**src/rtl/host_cmd_pkg.sv**
```systemverilog
// Shared definitions for the host-side UART command initiator: frame codes,
// command encodings, FSM states and per-command frame/response lengths.
package host_cmd_pkg;

  typedef enum logic [1:0] {
    CMD_RF_WR   = 2'd0,
    CMD_RF_RD   = 2'd1,
    CMD_ALU_OP  = 2'd2,
    CMD_ALU_NOP = 2'd3
  } cmd_t;

  typedef enum logic [1:0] {
    ST_IDLE     = 2'd0,
    ST_SEND     = 2'd1,
    ST_WAIT_RSP = 2'd2
  } state_t;

  localparam logic [7:0] CODE_RF_WR   = 8'hAA;
  localparam logic [7:0] CODE_RF_RD   = 8'hBB;
  localparam logic [7:0] CODE_ALU_OP  = 8'hCC;
  localparam logic [7:0] CODE_ALU_NOP = 8'hDD;

  function automatic logic [7:0] frame_code(input cmd_t t);
    logic [7:0] c;
    c = CODE_RF_WR;
    case (t)
      CMD_RF_WR:   c = CODE_RF_WR;
      CMD_RF_RD:   c = CODE_RF_RD;
      CMD_ALU_OP:  c = CODE_ALU_OP;
      CMD_ALU_NOP: c = CODE_ALU_NOP;
      default:     c = CODE_RF_WR;
    endcase
    return c;
  endfunction

  // Frame length N (code byte included).
  function automatic logic [2:0] frame_len(input cmd_t t);
    logic [2:0] n;
    n = 3'd2;
    case (t)
      CMD_RF_WR:   n = 3'd3;
      CMD_RF_RD:   n = 3'd2;
      CMD_ALU_OP:  n = 3'd4;
      CMD_ALU_NOP: n = 3'd2;
      default:     n = 3'd2;
    endcase
    return n;
  endfunction

  function automatic logic [1:0] rsp_len(input cmd_t t);
    logic [1:0] r;
    r = 2'd0;
    case (t)
      CMD_RF_WR:   r = 2'd0;
      CMD_RF_RD:   r = 2'd1;
      CMD_ALU_OP:  r = 2'd2;
      CMD_ALU_NOP: r = 2'd2;
      default:     r = 2'd0;
    endcase
    return r;
  endfunction

endpackage

```
**src/rtl/host_cmd_master_rsp_timer.sv**
```systemverilog
// Clearable saturating idle counter for the response wait; tc flags the
// increment that lands on TIMEOUT, so the owner can register its pulse.
module rsp_timer #(
  parameter int TIMEOUT = 1023,
  localparam int CNT_W = $clog2(TIMEOUT + 1)
) (
  input  logic CLK,
  input  logic Reset,
  input  logic clr,
  input  logic inc,
  output logic tc
);

  localparam logic [CNT_W-1:0] TERM = CNT_W'(TIMEOUT);
  localparam logic [CNT_W-1:0] PRE  = CNT_W'(TIMEOUT - 1);

  logic [CNT_W-1:0] cnt_q;

  assign tc = inc && !clr && (cnt_q == PRE);

  always_ff @(posedge CLK or posedge Reset) begin
    if (Reset) begin
      cnt_q <= '0;
    end else if (clr) begin
      cnt_q <= '0;
    end else if (inc && (cnt_q != TERM)) begin
      cnt_q <= cnt_q + CNT_W'(1);
    end
  end

endmodule

```
**src/rtl/host_cmd_master.sv**
```systemverilog
// Serializes one command into UART bytes, then gathers up to two response bytes
// or times out; first byte one cycle after accept, bytes held until tx_ready.
module host_cmd_master
  import host_cmd_pkg::*;
#(
  parameter int width   = 8,
  parameter int depth   = 16,
  parameter int TIMEOUT = 1023,
  localparam int ADDR_W = $clog2(depth)
) (
  input  logic               CLK,
  input  logic               Reset,
  input  logic               cmd_valid,
  output logic               cmd_ready,
  input  logic [1:0]         cmd_type,
  input  logic [ADDR_W-1:0]  cmd_addr,
  input  logic [width-1:0]   cmd_a,
  input  logic [width-1:0]   cmd_b,
  input  logic [3:0]         cmd_fun,
  output logic [width-1:0]   tx_data,
  output logic               tx_valid,
  input  logic               tx_ready,
  input  logic [width-1:0]   rx_data,
  input  logic               rx_valid,
  output logic               rsp_valid,
  output logic [2*width-1:0] rsp_data,
  output logic               rsp_timeout,
  output logic               busy
);

  state_t             state_q, state_d;
  cmd_t               type_q;
  logic [ADDR_W-1:0]  addr_q;
  logic [width-1:0]   a_q, b_q;
  logic [3:0]         fun_q;
  logic [1:0]         idx_q, idx_d, nxt_idx;
  logic               rx_cnt_q, rx_cnt_d;
  logic [width-1:0]   tx_data_d, next_byte;
  logic               tx_valid_d, rsp_valid_d, rsp_timeout_d;
  logic [2*width-1:0] rsp_data_d;
  logic               accept, last_byte, last_rsp;
  logic               tmr_clr, tmr_inc, tmr_tc;

  assign cmd_ready = (state_q == ST_IDLE);
  assign busy      = (state_q != ST_IDLE);
  assign accept    = cmd_ready && cmd_valid;
  assign nxt_idx   = idx_q + 2'd1;
  assign last_byte = ({1'b0, idx_q} + 3'd1) == frame_len(type_q);
  assign last_rsp  = ({1'b0, rx_cnt_q} + 2'd1) == rsp_len(type_q);

  assign tmr_inc = (state_q == ST_WAIT_RSP);
  assign tmr_clr = (state_q != ST_WAIT_RSP) || rx_valid;

  rsp_timer #(.TIMEOUT(TIMEOUT)) u_rsp_timer (
    .CLK  (CLK),
    .Reset(Reset),
    .clr  (tmr_clr),
    .inc  (tmr_inc),
    .tc   (tmr_tc)
  );

  // Payload byte that follows the one currently on tx_data.
  always_comb begin
    next_byte = '0;
    case (nxt_idx)
      2'd1: begin
        case (type_q)
          CMD_RF_WR, CMD_RF_RD: next_byte = width'(addr_q);
          CMD_ALU_OP:           next_byte = a_q;
          CMD_ALU_NOP:          next_byte = width'(fun_q);
          default:              next_byte = '0;
        endcase
      end
      2'd2:    next_byte = (type_q == CMD_RF_WR) ? a_q : b_q;
      2'd3:    next_byte = width'(fun_q);
      default: next_byte = '0;
    endcase
  end

  always_comb begin
    state_d       = state_q;
    idx_d         = idx_q;
    rx_cnt_d      = rx_cnt_q;
    tx_data_d     = tx_data;
    tx_valid_d    = tx_valid;
    rsp_valid_d   = 1'b0;
    rsp_timeout_d = 1'b0;
    rsp_data_d    = rsp_data;
    case (state_q)
      ST_IDLE: begin
        if (cmd_valid) begin
          state_d    = ST_SEND;
          idx_d      = 2'd0;
          rx_cnt_d   = 1'b0;
          tx_data_d  = width'(frame_code(cmd_t'(cmd_type)));
          tx_valid_d = 1'b1;
          rsp_data_d = '0;
        end
      end
      ST_SEND: begin
        if (tx_ready) begin
          if (last_byte) begin
            tx_valid_d = 1'b0;
            if (rsp_len(type_q) == 2'd0) begin
              state_d     = ST_IDLE;
              rsp_valid_d = 1'b1;
            end else begin
              state_d = ST_WAIT_RSP;
            end
          end else begin
            idx_d     = nxt_idx;
            tx_data_d = next_byte;
          end
        end
      end
      ST_WAIT_RSP: begin
        // A byte arriving on the terminal cycle wins over the timeout.
        if (rx_valid) begin
          if (rx_cnt_q) rsp_data_d[2*width-1:width] = rx_data;
          else          rsp_data_d[width-1:0]       = rx_data;
          if (last_rsp) begin
            state_d     = ST_IDLE;
            rsp_valid_d = 1'b1;
          end else begin
            rx_cnt_d = 1'b1;
          end
        end else if (tmr_tc) begin
          state_d       = ST_IDLE;
          rsp_timeout_d = 1'b1;
        end
      end
      default: state_d = ST_IDLE;
    endcase
  end

  always_ff @(posedge CLK or posedge Reset) begin
    if (Reset) begin
      state_q     <= ST_IDLE;
      type_q      <= CMD_RF_WR;
      addr_q      <= '0;
      a_q         <= '0;
      b_q         <= '0;
      fun_q       <= '0;
      idx_q       <= '0;
      rx_cnt_q    <= 1'b0;
      tx_data     <= '0;
      tx_valid    <= 1'b0;
      rsp_valid   <= 1'b0;
      rsp_timeout <= 1'b0;
      rsp_data    <= '0;
    end else begin
      state_q     <= state_d;
      idx_q       <= idx_d;
      rx_cnt_q    <= rx_cnt_d;
      tx_data     <= tx_data_d;
      tx_valid    <= tx_valid_d;
      rsp_valid   <= rsp_valid_d;
      rsp_timeout <= rsp_timeout_d;
      rsp_data    <= rsp_data_d;
      if (accept) begin
        type_q <= cmd_t'(cmd_type);
        addr_q <= cmd_addr;
        a_q    <= cmd_a;
        b_q    <= cmd_b;
        fun_q  <= cmd_fun;
      end
    end
  end

endmodule
```
**config.mk**
```make
export PLATFORM = sky130hd
export DESIGN_NAME = host_cmd_master
export DESIGN_NICKNAME = d
export VERILOG_FILES = /design/src/rtl/host_cmd_pkg.sv /design/src/rtl/host_cmd_master_rsp_timer.sv /design/src/rtl/host_cmd_master.sv
export SDC_FILE = /design/constraint.sdc
export NUM_CORES = 1
export LEC_CHECK = 0
export CORE_MARGIN = 10
export CORE_UTILIZATION = 56
export DETAILED_ROUTE_END_ITERATION = 12
export PLACE_DENSITY = 0.85
export RECOVER_POWER = 50
export SLEW_MARGIN = 25
export SYNTH_ARGS = -nofsm -noshare
export SYNTH_HDL_FRONTEND = slang
export SYNTH_SLANG_ARGS = --single-unit
```
**constraint.sdc**
```tcl
create_clock -name CLK -period 4.8 [get_ports CLK]
set_input_delay 0.72 -clock CLK [delete_from_list [all_inputs] [get_ports CLK]]
set_output_delay 0.72 -clock CLK [all_outputs]
set_load 0.005 [all_outputs]
```
==> out/summary.txt <==
Die X = 99.32 um
CTS tree = yes
Final Skew = 6.081 ps
required time of the critical path = 5040 ps
Antenna Nets Post-Route = 0
number of synthesized register bits = 68
worst hold path stage count = 2
n_diodes = 0
Post-CTS Hold Buffers = 0
# nets final = 437
crit path kind = primary input to flip-flop
Crit path depth = 6
clk_lat worst skew = 350 ps
Tcrit/Tclk final = 0.6875
Cells after Synth = 322
I/O Buffers = 67
initial antenna violation count = 0
Distinct cells, synth = 57
all-layer global routing usage = 0.1729
number of buffers and inverters on the critical path = 2
GPL Wtd Cong = 0.8674
YS warnings = 0
std cell rows = 28
number of enable flip-flop cells after synthesis = 0
io pins = 68
first-pass GRT wire length = 13900 um
Syn Std Cell Area = 3523 um^2
Most used DFF post-synth = dfrtp_1
most frequent cells in the layout = 68 x dfrtp_1, 65 x clkdlybuf4s50_1, 29 x nand2_1
CTS clk-pin slew, worst paths = 70 ps
# setup viols final = 0
P_leak = 1.830 nW
vias per inst = 5.868
crit path time final = 3300 ps
vias in the first global route = 2714
Total Neg Setup Slack = 0 ps
Critical Path Start Type = primary input
outcome = finished clean
Post-synth ARST share = 1.000
Syn-to-layout area delta = 25.92%
drt drc = 0
Register Area = 1702 um^2
H-tree depth = 3
mean area per synthesized cell = 10.94 um^2
initial core utilization = 0.5847
post-CTS setup buffers = 0
clock root buffer = clkbuf_8
post-DP HPWL = 6124 um
layout cells sized above 1 = 0.1472
Initial DRC Count = 116
Post-CTS Resized = 0
grt met2 use = 0.2700
GR Util met1 = 0.2200
largest net degree at the start of global routing = 37
Max Clock Freq = 303.0 MHz
vias = 2752
RSZ-0062 raised after global routing = false
core area = 6026 um^2
slowest stage delay, CP = 1070 ps
Sink Count = 68
worst slew pin tran = 1482 ps
VDD IR max = 0.3168 mV
Max Root-Sink Buffers = 2
DIE HEIGHT = 99.32 um
Mapped Nets = 370
GRT Max-Usage Layer = met2
most common cell after layout, fill and taps aside = dfrtp_1
Final Max Tran Viols = 0
Crit. End Element = flip-flop
first-pass detailed-route iteration total = 5
hold_ws = 494.4 ps
DIE AREA = 9864 um^2
final hold violations = 0
Hold Path Class = flip-flop to flip-flop
FILL cells = 438
crit path max fanout = 28
Num CTS Buffers = 9
crit-path leading delay family = buffers and inverters
PwrDens = 512.0 nW/um^2
Util after Layout = 0.7363
GR met3 Demand/Resource = 0.04429
Reg2Reg Depth = 7
Slowest cell on crit path = clkbuf_1
MaxCap Viol Count = 0
CP Cell Sequence = dlygate4sd3_1 -> nand2_1 -> clkbuf_1 -> nor2_1 -> a21o_1 -> mux2_4
routed len/inst = 17.95 um
multi-input logic area = 1678 um^2
WL final = 8420 um
register area share after synthesis = 0.4830
global route total overflow = 0
crit path DAT = 3540 ps
Slew headroom = 0.01194
[sequential cells by signal (all words and copies together) (netlist names), 4 cells and up]
register and count:
tx_data 8, b_q 8, u_rsp_timer.cnt_q 10, a_q 8, rsp_data 16, addr_q 4, fun_q 4
[cells in the mapped netlist (4+ instances only)]
library cell	n	area [um^2]
dfrtp_1	68	1702
nor3_1	4	20.02
nand3_1	15	75.07
nor2b_1	4	25.02
mux2_2	27	304.0
ha_1	9	112.6
clkbuf_1	5	18.77
inv_1	20	75.07
a21oi_1	6	30.03
o21ai_0	26	130.1
mux2_4	4	60.06
nand2_1	29	108.9
o21a_1	6	45.04
buf_2	7	35.03
o211ai_1	4	30.03
a211oi_1	5	37.54
nand2b_1	8	50.05
o31ai_1	4	30.03
and3_1	7	43.79
a31oi_1	5	31.28
[cells by family after synthesis]
kind of cell             after synthesis  share of synthesized area
buffers and inverters                 34                    0.04084
flip-flops                            68                     0.4830
XOR/XNOR                               1                   0.002486
AND/OR/NAND/NOR                       95                     0.1687
AO/OA/AOI/OAI                         82                     0.1641
multiplexers                          33                     0.1090
adder cells (fa/ha/maj)                9                    0.03196
[layout make-up]
class                   instances  area share
clock buffers                  12     0.03497
clock inverters                 4     0.01072
well taps                      75     0.02115
multi-input cells             220      0.3782
flip-flops and latches         68      0.3835
repair buffers                 69      0.1537
inverters                      21     0.01777
[per-layer routing]
metal | up-vias | routed length, um
li1 | 1311 | -
met1 | 1333 | 3712
met2 | 91 | 4037
met3 | 17 | 462
met4 | 0 | 209
met5 | - | 0
[power breakdown]
part,switching [mW],leakage [nW],total (mW),internal [mW]
logic,0.426,0.864,0.889,0.463
clock network,0.216,0.102,0.482,0.267
registers,0.157,0.863,0.901,0.743
total,0.799,1.83,2.27,1.47
[tightest hold or removal path: stages (launching register included)]
cell	delay (ps)
dfrtp_1	350
nand2_1	50
o21ai_0	60
[per-stage QoR]
| stage | power (mW) | std cells | setup slack, ps | cell area, um^2 |
|---|---|---|---|---|
| 5_1_grt | 2.416 | 469 | 1295 | 4437 |
| 3_3_place_gp | 1.748 | 453 | 2172 | 4238 |
| 6_report | 2.272 | 469 | 1500 | 4437 |
| 4_1_cts | 2.277 | 469 | 2167 | 4441 |
| 2_1_floorplan | 1.487 | 322 | 2368 | 3523 |
| 3_5_place_dp | 1.790 | 453 | 2064 | 4238 |
[path summary, 6_finish.rpt]
path	startpoint	to	slack [ps]
max	cmd_valid	tx_data[7]	1500
min	rsp_data[6]	rsp_data[6]	490
max reg2reg	state_q[0]	tx_data[7]	1710
min reg2reg	rsp_data[6]	rsp_data[6]	490
max in group asynchronous	Reset	rsp_timeout	2550
min in group asynchronous	Reset	fun_q[3]	1150
(Power assumes the default switching activity.)
